===== src/rtl/mips_pipe_pkg.sv =====
// Shared types and defaults for the split-MEM pipeline hazard/forwarding logic.
package mips_pipe_pkg;

    localparam int DEPTH_DEF   = 4;
    localparam int ALU_RDY_DEF = 1;
    localparam int LD_RDY_DEF  = 3;
    // Track entries carry rd at this fixed width; narrower register files zero-extend.
    localparam int REG_AW_MAX  = 8;
    // Forward-select value meaning "use the register file operand".
    localparam int FWD_REGFILE = 0;

    typedef struct packed {
        logic                  valid;
        logic [REG_AW_MAX-1:0] rd;
        logic                  load;
    } track_entry_t;

    // First track index at which a producer's result can be forwarded.
    function automatic int rdy_of(input logic load, input int alu_rdy, input int ld_rdy);
        return load ? ld_rdy : alu_rdy;
    endfunction

endpackage


===== src/rtl/pipe_hazard_scoreboard_if.sv =====
// ID-stage request / hazard-response bundle between the decode stage and the scoreboard.
interface pipe_hazard_scoreboard_if #(
    parameter int REG_AW = 5,
    parameter int SEL_W  = 2,
    parameter int CNT_W  = 16
);
    logic              id_valid;
    logic [REG_AW-1:0] id_rs;
    logic [REG_AW-1:0] id_rt;
    logic              id_use_rs;
    logic              id_use_rt;
    logic              id_wr;
    logic [REG_AW-1:0] id_rd;
    logic              id_load;
    logic              flush;
    logic              stall;
    logic [SEL_W-1:0]  ex_fwd_a;
    logic [SEL_W-1:0]  ex_fwd_b;
    logic [CNT_W-1:0]  stall_cnt;

    modport master (
        output id_valid, id_rs, id_rt, id_use_rs, id_use_rt, id_wr, id_rd, id_load, flush,
        input  stall, ex_fwd_a, ex_fwd_b, stall_cnt
    );

    modport slave (
        input  id_valid, id_rs, id_rt, id_use_rs, id_use_rt, id_wr, id_rd, id_load, flush,
        output stall, ex_fwd_a, ex_fwd_b, stall_cnt
    );
endinterface


===== src/rtl/hazard_match_prio.sv =====
// Youngest-first search of the in-flight producer track for one source register.
module hazard_match_prio
    import mips_pipe_pkg::*;
#(
    parameter int DEPTH   = DEPTH_DEF,
    parameter int REG_AW  = 5,
    parameter int ALU_RDY = ALU_RDY_DEF,
    parameter int LD_RDY  = LD_RDY_DEF,
    parameter int SEL_W   = $clog2(DEPTH)
) (
    input  track_entry_t      track [DEPTH],
    input  logic [REG_AW-1:0] reg_addr,
    output logic              hit,
    output logic [SEL_W-1:0]  idx,
    output logic              ready
);

    logic [DEPTH-1:0] match;

    genvar gi;
    generate
        for (gi = 0; gi < DEPTH; gi++) begin : g_match
            // r0 is hard-wired, so it never depends on an in-flight producer.
            assign match[gi] = track[gi].valid
                            && (track[gi].rd == REG_AW_MAX'(reg_addr))
                            && (reg_addr != '0);
        end
    endgenerate

    // Scan oldest to youngest so the youngest matching producer is the one that sticks.
    // A producer in the last slot has already written back, so it is always ready.
    always_comb begin
        hit   = 1'b0;
        idx   = '0;
        ready = 1'b1;
        for (int k = DEPTH - 1; k >= 0; k--) begin
            if (match[k]) begin
                hit   = 1'b1;
                idx   = SEL_W'(k);
                ready = (k == DEPTH - 1) || ((k + 1) >= rdy_of(track[k].load, ALU_RDY, LD_RDY));
            end
        end
    end

endmodule


===== src/rtl/pipe_hazard_scoreboard.sv =====
// Issue/stall decision in ID and registered EX forward selects from a producer tag shift register.
module pipe_hazard_scoreboard
    import mips_pipe_pkg::*;
#(
    parameter int DEPTH   = DEPTH_DEF,
    parameter int REG_AW  = 5,
    parameter int ALU_RDY = ALU_RDY_DEF,
    parameter int LD_RDY  = LD_RDY_DEF,
    parameter int CNT_W   = 16
) (
    input logic                    clk,
    input logic                    reset,
    pipe_hazard_scoreboard_if.slave bus
);

    localparam int SEL_W = $clog2(DEPTH);

    track_entry_t     track_reg [DEPTH];
    track_entry_t     entry_next;
    logic             hit_rs, hit_rt, rdy_rs, rdy_rt;
    logic [SEL_W-1:0] idx_rs, idx_rt;
    logic             hazard_rs, hazard_rt, stall, issue;
    logic [SEL_W-1:0] fwd_a_next, fwd_b_next, fwd_a_reg, fwd_b_reg;
    logic [CNT_W-1:0] stall_cnt_reg;

    hazard_match_prio #(
        .DEPTH(DEPTH), .REG_AW(REG_AW), .ALU_RDY(ALU_RDY), .LD_RDY(LD_RDY), .SEL_W(SEL_W)
    ) u_match_rs (
        .track(track_reg), .reg_addr(bus.id_rs), .hit(hit_rs), .idx(idx_rs), .ready(rdy_rs)
    );

    hazard_match_prio #(
        .DEPTH(DEPTH), .REG_AW(REG_AW), .ALU_RDY(ALU_RDY), .LD_RDY(LD_RDY), .SEL_W(SEL_W)
    ) u_match_rt (
        .track(track_reg), .reg_addr(bus.id_rt), .hit(hit_rt), .idx(idx_rt), .ready(rdy_rt)
    );

    // Stall only for operands actually read; a flushed instruction never stalls.
    always_comb begin
        hazard_rs = hit_rs & ~rdy_rs;
        hazard_rt = hit_rt & ~rdy_rt;
        stall     = bus.id_valid & ~bus.flush
                  & ((hazard_rs & bus.id_use_rs) | (hazard_rt & bus.id_use_rt));
        issue     = bus.id_valid & ~bus.flush & ~stall;

        // Non-writers and r0 writers enter the track as bubbles.
        entry_next.valid = issue & bus.id_wr & (bus.id_rd != '0);
        entry_next.rd    = REG_AW_MAX'(bus.id_rd);
        entry_next.load  = bus.id_load;

        // The producer advances one slot as the consumer enters EX, hence idx+1.
        // A producer leaving the last slot is covered by the register-file bypass.
        fwd_a_next = SEL_W'(FWD_REGFILE);
        fwd_b_next = SEL_W'(FWD_REGFILE);
        if (issue && hit_rs && (idx_rs != SEL_W'(DEPTH - 1))) begin
            fwd_a_next = idx_rs + SEL_W'(1);
        end
        if (issue && hit_rt && (idx_rt != SEL_W'(DEPTH - 1))) begin
            fwd_b_next = idx_rt + SEL_W'(1);
        end
    end

    // Youngest slot loads the issuing instruction or a bubble.
    always_ff @(posedge clk) begin
        if (reset) begin
            track_reg[0] <= '0;
        end else begin
            track_reg[0] <= entry_next;
        end
    end

    genvar gi;
    generate
        for (gi = 1; gi < DEPTH; gi++) begin : g_track
            // Older slots shift down the pipe each cycle.
            always_ff @(posedge clk) begin
                if (reset) begin
                    track_reg[gi] <= '0;
                end else begin
                    track_reg[gi] <= track_reg[gi-1];
                end
            end
        end
    endgenerate

    // Forward selects and saturating stall counter.
    always_ff @(posedge clk) begin
        if (reset) begin
            fwd_a_reg     <= '0;
            fwd_b_reg     <= '0;
            stall_cnt_reg <= '0;
        end else begin
            fwd_a_reg <= fwd_a_next;
            fwd_b_reg <= fwd_b_next;
            if (stall && (stall_cnt_reg != {CNT_W{1'b1}})) begin
                stall_cnt_reg <= stall_cnt_reg + CNT_W'(1);
            end
        end
    end

    assign bus.stall     = stall;
    assign bus.ex_fwd_a  = fwd_a_reg;
    assign bus.ex_fwd_b  = fwd_b_reg;
    assign bus.stall_cnt = stall_cnt_reg;

endmodule


===== src/flat_wrapper.sv =====
// flat-port wrapper written by rule: the top's interface ports become plain ports
module pipe_hazard_scoreboard_flat import mips_pipe_pkg::*;
#(
    parameter int DEPTH   = DEPTH_DEF,
    parameter int REG_AW  = 5,
    parameter int ALU_RDY = ALU_RDY_DEF,
    parameter int LD_RDY  = LD_RDY_DEF,
    parameter int CNT_W   = 16
)
  (clk, reset, bus_id_valid, bus_id_rs, bus_id_rt, bus_id_use_rs, bus_id_use_rt, bus_id_wr, bus_id_rd, bus_id_load, bus_flush, bus_stall, bus_ex_fwd_a, bus_ex_fwd_b, bus_stall_cnt);
  pipe_hazard_scoreboard_if #(.REG_AW(REG_AW), .SEL_W(2), .CNT_W(CNT_W)) bus_i ();
  input logic clk;
  input logic reset;
  input wire logic [$bits(bus_i.id_valid)-1:0] bus_id_valid;
  input wire logic [$bits(bus_i.id_rs)-1:0] bus_id_rs;
  input wire logic [$bits(bus_i.id_rt)-1:0] bus_id_rt;
  input wire logic [$bits(bus_i.id_use_rs)-1:0] bus_id_use_rs;
  input wire logic [$bits(bus_i.id_use_rt)-1:0] bus_id_use_rt;
  input wire logic [$bits(bus_i.id_wr)-1:0] bus_id_wr;
  input wire logic [$bits(bus_i.id_rd)-1:0] bus_id_rd;
  input wire logic [$bits(bus_i.id_load)-1:0] bus_id_load;
  input wire logic [$bits(bus_i.flush)-1:0] bus_flush;
  output wire logic [$bits(bus_i.stall)-1:0] bus_stall;
  output wire logic [$bits(bus_i.ex_fwd_a)-1:0] bus_ex_fwd_a;
  output wire logic [$bits(bus_i.ex_fwd_b)-1:0] bus_ex_fwd_b;
  output wire logic [$bits(bus_i.stall_cnt)-1:0] bus_stall_cnt;
  assign bus_i.id_valid = bus_id_valid;
  assign bus_i.id_rs = bus_id_rs;
  assign bus_i.id_rt = bus_id_rt;
  assign bus_i.id_use_rs = bus_id_use_rs;
  assign bus_i.id_use_rt = bus_id_use_rt;
  assign bus_i.id_wr = bus_id_wr;
  assign bus_i.id_rd = bus_id_rd;
  assign bus_i.id_load = bus_id_load;
  assign bus_i.flush = bus_flush;
  assign bus_stall = bus_i.stall;
  assign bus_ex_fwd_a = bus_i.ex_fwd_a;
  assign bus_ex_fwd_b = bus_i.ex_fwd_b;
  assign bus_stall_cnt = bus_i.stall_cnt;
  pipe_hazard_scoreboard #(.DEPTH(DEPTH), .REG_AW(REG_AW), .ALU_RDY(ALU_RDY), .LD_RDY(LD_RDY), .CNT_W(CNT_W)) u_core (.clk(clk), .reset(reset), .bus(bus_i));
endmodule

===== config.mk =====
export PLATFORM = sky130hd
export DESIGN_NAME = pipe_hazard_scoreboard_flat
export DESIGN_NICKNAME = d
export VERILOG_FILES = /design/src/rtl/mips_pipe_pkg.sv /design/src/rtl/pipe_hazard_scoreboard_if.sv /design/src/rtl/hazard_match_prio.sv /design/src/rtl/pipe_hazard_scoreboard.sv /design/src/flat_wrapper.sv
export SDC_FILE = /design/constraint.sdc
export NUM_CORES = 1
export LEC_CHECK = 0
export CORE_AREA = 2 2 69 136
export DETAILED_ROUTE_END_ITERATION = 10
export DIE_AREA = 0 0 71 138
export GPL_TIMING_DRIVEN = 0
export HOLD_SLACK_MARGIN = 0.02
export MAX_ROUTING_LAYER = met4
export PLACE_DENSITY = 0.45
export SLEW_MARGIN = 20
export SYNTH_ARGS = -nofsm -noshare
export SYNTH_HDL_FRONTEND = slang
export SYNTH_SLANG_ARGS = --single-unit

===== constraint.sdc =====
create_clock -name clk -period 2.54 [get_ports clk]
set_clock_uncertainty 0.05 [all_clocks]
set_input_delay 0.508 -clock clk [delete_from_list [all_inputs] [get_ports clk]]
set_output_delay 0.508 -clock clk [all_outputs]
set_load 0.05 [all_outputs]

==> impl_metrics.csv, run 1 <==
group,metric,value,unit
outcome,status,"finished with violations",
outcome,failed_checks,"negative setup slack",
clock_tree,cts_tree,"built",
sta,rsz0062_at_grt,"true",
placed_design,globalplace.congestion,0.804,
sta,min_period,2.81,ns
sta,slew_headroom,60.3,%
route,dr.pass1.iters,4,
final_layout,largest_register_ffs,26,
logic_synthesis,synth_top_family_by_area,"simple AND/OR/NAND/NOR gates",
final_layout,final_cell_mix,"dfxtp_1, clkdlybuf4s50_1, nor2b_1",
route,vias,1950,
worst_setup_path,cp_max_fo,4,
floorplan,die_w,71,µm
route,viasPerCell,4.78,
logic_synthesis,synth_async_sr_flop_share,0,%
logic_synthesis,synth.avg_cell_area,9.36,µm²
placed_design,dp.final_hpwl,5220,µm
worst_setup_path,max_stage_delay,0.57,ns
clock_tree,clkTransAtPathRegs,0.06,ns
logic_synthesis,synth.distinct_cells,39,
final_layout,nets,331,
logic_synthesis,ys_top_cells_by_area,"dfxtp_1, xnor2_1, xor2_1",
pwr,p_leak,1.19,nW
logic_synthesis,synth.net_count,281,
job,maxCapViolations,0,
worst_setup_path,critPathLaunch,"bus_id_rs[4]",
logic_synthesis,synth_fa_ha_area_share,1.57,%
route,drc_errors,0,
worst_setup_path,r2r_cells,10,
worst_setup_path,cp-end-kind,"primary output",
sta,fmax,356,MHz
pwr,power_density,484,mW/mm²
global_routing,grt-ovfl-total,0,
worst_setup_path,r2r-end,"u_core.bus.stall_cnt[11]",
global_routing,grt_max_degree,14,
logic_synthesis,synth_top_area_share,38.6,%
route,drtIter0Drc,32,
sta,setup_slack,-0.266,ns
worst_setup_path,critPathSlowestCell,"or4_4",
clock_tree,cts_hold_buf,0,
logic_synthesis,ys_warn_count,0,
clock_tree,clock_sinks,46,
worst_setup_path,cp_num_buf_inv,2,
worst_setup_path,path_delay_family,"simple AND/OR/NAND/NOR gates",
clock_tree,cts_buffer_depth,2,
sta,min_period_over_period,110,%
worst_setup_path,cp-endpoint,"bus_stall",
placed_design,placed_area,0.00290,mm²
clock_tree,clk-insertion-delay-late,0.28,ns
floorplan,io_pins,44,
pwr,finalPower,0.00158,W
logic_synthesis,synth-main-ff-cell,"dfxtp_1",
clock_tree,h-tree-depth,2,
worst_setup_path,path_class,"primary input to primary output",
worst_setup_path,cp_cell_sequence,"buf_12, or4_4, o211ai_4, nor3_2, mux2_4, a22o_4, nor2b_4, buf_8",
logic_synthesis,synth-xor-area-share,18.0,%
worst_setup_path,r2r_slack,0.12,ns
pwr,max-vdd-ir-drop,0.000278,V
route,routed_wl,6440,µm
worst_setup_path,r2r_start,"u_core.track_reg[35]",
logic_synthesis,post_synth_instance_area,0.00239,mm²
floorplan,start_util,26.8,%
sta,slew_viol_final,0,
sta,tightest_slew,0.595,ns
logic_synthesis,synthMuxAreaShare,2.31,%
final_layout,final_common_cell,"dfxtp_1",
logic_synthesis,ys_ff_latch,46,
worst_setup_path,cp-start-kind,"primary input",
placed_design,io_buffers,33,
hold_path,hold_depth,1,
floorplan,fp.coreArea,0.00889,mm²
global_routing,grt_pass1_wl,10200,µm
logic_synthesis,yosys.area.top_type,"dfxtp_1",
route,detail-route-antenna-nets,0,
route,avgRoutedWirePerCell,15.8,µm
final_layout,diodes,0,
logic_synthesis,netlist_instances,255,
worst_setup_path,cp_num_cells,8,
final_layout,final_area,0.00326,mm²
global_routing,grt_antenna_before_repair,0,
final_layout,drive_above_1_share,20.9,%
global_routing,first_global_vias,1988,
floorplan,dieArea,0.00980,mm²
sta,setup_viol,1,
floorplan,die_y,138,µm
logic_synthesis,synth_edf_count,0,
clock_tree,cts_buffers,5,
hold_path,hp-class,"flop to flop",
final_layout,syn_to_final_growth,36.6,%
global_routing,grtUsageTotal,14.2,%
floorplan,fp-row-count,49,
logic_synthesis,synth-compound-area-share,6.82,%
worst_setup_path,required,1.98,ns
logic_synthesis,yosys.area_share.simple,28.2,%
worst_setup_path,cp_data_arrival_time,2.25,ns
logic_synthesis,seq_area_frac_synth,38.6,%
clock_tree,root_buffer,"clkbuf_16",
sta,hold_viol,0,
[metrics by stage]
stage               worst slack, ns  utilization, %  hold WS [ns]  setup TNS [ns]  instances
finish                       -0.266            36.7         0.430          -0.266        408
global route                 -0.305            36.7         0.444          -0.305        408
CTS                          -0.300            35.1         0.438          -0.300        402
detailed placement           -0.997            32.7         0.426           -6.61        390
global placement             -0.974            32.7         0.428           -6.09        390
floorplan                    -0.145               -         0.409          -0.425        255
[cells in the mapped netlist, drive strengths merged (3+ instances only)]
master,n
nor2b,27
buf,13
nor2,22
nand4,6
ha,3
mux2,3
or3,5
o21ai,9
nand2b,3
nor3,7
a21oi,9
dfxtp,46
nor4,7
and3,4
clkbuf,4
o211ai,3
or4,4
xnor2,29
nand2,9
nand3,7
xor2,20
[where the power goes]
group	leakage (nW)	switching, W	internal [W]
combinational	0.738	0.0000789	0.0000905
clock	0.0739	0.000267	0.000390
sequential	0.376	0.0000151	0.000736
[layout make-up]
cell class                 count  area, µm²
buffer                        17        166
clock buffer                   7        143
clock inverter                 1       5.00
fill                         942       5630
inverter                       1       3.75
multi-input combinational    191       1480
sequential                    46        928
tap                          102        128
timing repair buffer          43        410
[worst min path at each step]
stage,start,end
final,u_core.track_reg[30],u_core.track_reg[20]
after global routing,u_core.track_reg[30],u_core.track_reg[20]
after CTS,u_core.track_reg[30],u_core.track_reg[20]
after detailed placement,u_core.track_reg[19],u_core.track_reg[9]
after global placement,u_core.track_reg[19],u_core.track_reg[9]
after floorplan,u_core.track_reg[39],u_core.track_reg[29]
[metal layers]
layer / track usage, % / share of wire [%] / vias up
li1: - / - / 969
met1: 12.1 / 32 / 913
met2: 27.0 / 59 / 47
met3: 2.26 / 3.1 / 21
met4: 9.63 / 6.3 / 0
met5: - / 0 / -
[logic make-up after synthesis]
group / after synthesis
adder cells (fa/ha/maj): 3
AO/OA/AOI/OAI: 26
multiplexers: 4
buffers and inverters: 18
flip-flops: 46
XOR/XNOR: 49
AND/OR/NAND/NOR: 109
[timing repair]
action,in CTS,in global routing
pin swaps,7,10
setup endpoints to repair,17,6
buffers inserted,4,6
gates resized for setup,15,22
Power figures use the tool's default switching activity.
==> run 2: changes to the inputs <==
--- a/config.mk
+++ b/config.mk
@@ -6,12 +6,14 @@
 export NUM_CORES = 1
 export LEC_CHECK = 0
 export CORE_AREA = 2 2 69 136
+export CTS_CLUSTER_DIAMETER = 100
 export DETAILED_ROUTE_END_ITERATION = 10
 export DIE_AREA = 0 0 71 138
 export GPL_TIMING_DRIVEN = 0
 export HOLD_SLACK_MARGIN = 0.02
 export MAX_ROUTING_LAYER = met4
 export PLACE_DENSITY = 0.45
+export SETUP_SLACK_MARGIN = 0.3
 export SLEW_MARGIN = 20
 export SYNTH_ARGS = -nofsm -noshare
 export SYNTH_HDL_FRONTEND = slang
==> impl_metrics.csv, run 2 (synthesized netlist as in run 1, its figures left out) <==
group,metric,value,unit
final_layout,final_cell_mix,"dfxtp_1, clkdlybuf4s50_1, xnor2_1",
global_routing,grt_pass1_wl,10500,µm
global_routing,grtUsageTotal,14.7,%
sta,setup_viol,6,
floorplan,fp.coreArea,0.00889,mm²
placed_design,globalplace.congestion,0.764,
worst_setup_path,cp_data_arrival_time,2.26,ns
floorplan,io_pins,44,
pwr,p_sw,0.000375,W
clock_tree,cts_buffer_depth,2,
worst_setup_path,cp-start-kind,"primary input",
sta,slew_viol_final,0,
final_layout,finalNonFillerCells,417,
pwr,pwr-share-seq,47.3,%
worst_setup_path,r2r-end,"u_core.bus.ex_fwd_a[1]",
sta,fmax,354,MHz
global_routing,first_global_vias,2012,
placed_design,io_buffers,33,
sta,min_period_over_period,111,%
pwr,power_density,460,mW/mm²
clock_tree,cts_tree,"built",
hold_path,hp-class,"flop to flop",
clock_tree,root_buffer,"clkbuf_16",
global_routing,grt_antenna_before_repair,0,
pwr,finalPower,0.00159,W
route,drc_errors,0,
worst_setup_path,critPathSlowestCell,"or4_4",
final_layout,diodes,0,
final_layout,nets,340,
outcome,status,"finished with violations",
sta,slew_headroom,57.9,%
route,vias,2004,
sta,hold_viol,0,
sta,min_period,2.82,ns
job,maxCapViolations,0,
worst_setup_path,cp_max_fo,2,
sta,setup_slack,-0.281,ns
route,routed_wl,6860,µm
worst_setup_path,path_delay_family,"simple AND/OR/NAND/NOR gates",
floorplan,start_util,26.8,%
floorplan,fp-row-count,49,
pwr,clock_power_share,42.4,%
clock_tree,cts_hold_buf,0,
clock_tree,clkTransAtPathRegs,0.07,ns
final_layout,multi_input_area,0.00154,mm²
final_layout,fill_cells,882,
final_layout,seq_area,927,µm²
worst_setup_path,cp_cell_sequence,"buf_12, or4_4, o211ai_4, nor3_2, mux2_4, a22o_4, nor2b_4, buf_8",
clock_tree,clk-insertion-delay-late,0.29,ns
pwr,p_leak,1.24,nW
pwr,swShare,23.7,%
hold_path,hp-start,"u_core.track_reg[30]",
clock_tree,clock_sinks,46,
global_routing,grt-ovfl-total,0,
final_layout,final_common_cell,"dfxtp_1",
pwr,max-vdd-ir-drop,0.000232,V
worst_setup_path,cp-end-kind,"primary output",
sta,tightest_slew,0.631,ns
hold_path,min_to,"u_core.track_reg[20]",
clock_tree,cts_buffers,5,
placed_design,dp.cells,390,
pwr,internal_power,0.00121,W
clock_tree,h-tree-depth,2,
worst_setup_path,r2r_slack,-0.02,ns
outcome,failed_checks,"negative setup slack",
route,dr.pass1.iters,4,
final_layout,drive_above_1_share,25.4,%
worst_setup_path,cp_num_buf_inv,2,
worst_setup_path,path_class,"primary input to primary output",
worst_setup_path,max_stage_delay,0.57,ns
placed_design,placed_area,0.00290,mm²
floorplan,die_y,138,µm
global_routing,grt_max_degree,14,
pwr,comb_power_share,10.3,%
route,viasPerCell,4.81,
route,drtIter0Drc,42,
route,avgRoutedWirePerCell,16.4,µm
hold_path,hold_depth,1,
floorplan,die_w,71,µm
final_layout,syn_to_final_growth,44.5,%
placed_design,dp.final_hpwl,5210,µm
final_layout,final_area,0.00345,mm²
final_layout,largest_register_ffs,26,
worst_setup_path,cp_num_cells,8,
sta,rsz0062_at_grt,"true",
worst_setup_path,r2r_start,"u_core.track_reg[35]",
route,detail-route-antenna-nets,0,
floorplan,dieArea,0.00980,mm²
worst_setup_path,required,1.98,ns
worst_setup_path,r2r_cells,9,
-- run 2: cell types whose count changed in the layout (fill, tap and decap cells not counted), moves of 2 or more --
cell / previous run / this run
nor3_2: 3 / 5
buf_6: 5 / 10
buf_8: 3 / 5
xnor2_2: 4 / 1
o2111ai_1: 2 / 0
xnor2_1: 25 / 28
o21ai_4: 0 / 3
nor3_1: 3 / 0
buf_12: 2 / 4
o21ai_0: 8 / 4
-- run 2: worst max-delay path by stage --
stage	startpoint	endpoint	slack [ns]
detailed placement	bus_id_rt[4]	bus_stall	-0.99
finish	bus_id_rt[2]	bus_stall	-0.28
floorplan	bus_id_rt[2]	u_core.bus.stall_cnt[11]	-0.14
global placement	bus_id_rt[4]	bus_stall	-0.97
global route	bus_id_rt[2]	bus_stall	-0.33
CTS	bus_id_rt[2]	bus_stall	-0.29
-- run 2: area by class of cell --
cell class / count / share of cell area (%)
plain buffers: 17 / 4.97
clock inverters: 1 / 0.145
repair buffers: 52 / 15.4
flip-flops and latches: 46 / 26.9
well taps: 102 / 3.70
multi-input cells: 191 / 44.7
clock buffers: 7 / 4.14
inverters: 1 / 0.109
-- run 2: what timing repair did --
action                     in CTS  in global routing
gates resized for setup        41                 19
cloned                          1                  0
setup endpoints to repair      22                 22
buffers inserted               13                  5
pin swaps                      20                 21
-- run 2: power by group through the flow --
| stage | clock network (W) | logic (W) | registers, W |
|---|---|---|---|
| final | 0.000672 | 0.000163 | 0.000750 |
| after global routing | 0.000712 | 0.000176 | 0.000751 |
| after CTS | 0.000693 | 0.000157 | 0.000749 |
| after detailed placement | 0 | 0.000147 | 0.000766 |
| after global placement | 0 | 0.000148 | 0.000766 |
| after floorplan | 0 | 0.000101 | 0.000761 |
-- run 2: per-layer routing --
layer  share of wire, %  track usage (%)  up-vias
met3                3.0             2.26       17
met4                3.4             7.35        0
li1                   -                -      986
met5                  0                -        -
met2                 61             29.0       47
met1                 32             12.5      954
-- run 2: through the flow --
step | util (%) | setup WS (ns) | hold slack, ns | setup TNS, ns
global route | 38.8 | -0.329 | 0.445 | -0.977
CTS | 37.4 | -0.290 | 0.435 | -0.290
floorplan | - | -0.145 | 0.409 | -0.425
global placement | 32.7 | -0.970 | 0.429 | -5.78
finish | 38.8 | -0.281 | 0.425 | -0.561
detailed placement | 32.7 | -0.991 | 0.431 | -6.19
==> run 3: changes to the inputs <==
--- a/config.mk
+++ b/config.mk
@@ -5,6 +5,7 @@
 export SDC_FILE = /design/constraint.sdc
 export NUM_CORES = 1
 export LEC_CHECK = 0
+export CAP_MARGIN = 20
 export CORE_AREA = 2 2 69 136
 export CTS_CLUSTER_DIAMETER = 100
 export DETAILED_ROUTE_END_ITERATION = 10
==> results of run 3 <==
Final layout, timing and power as in run 2 (identical DEF).
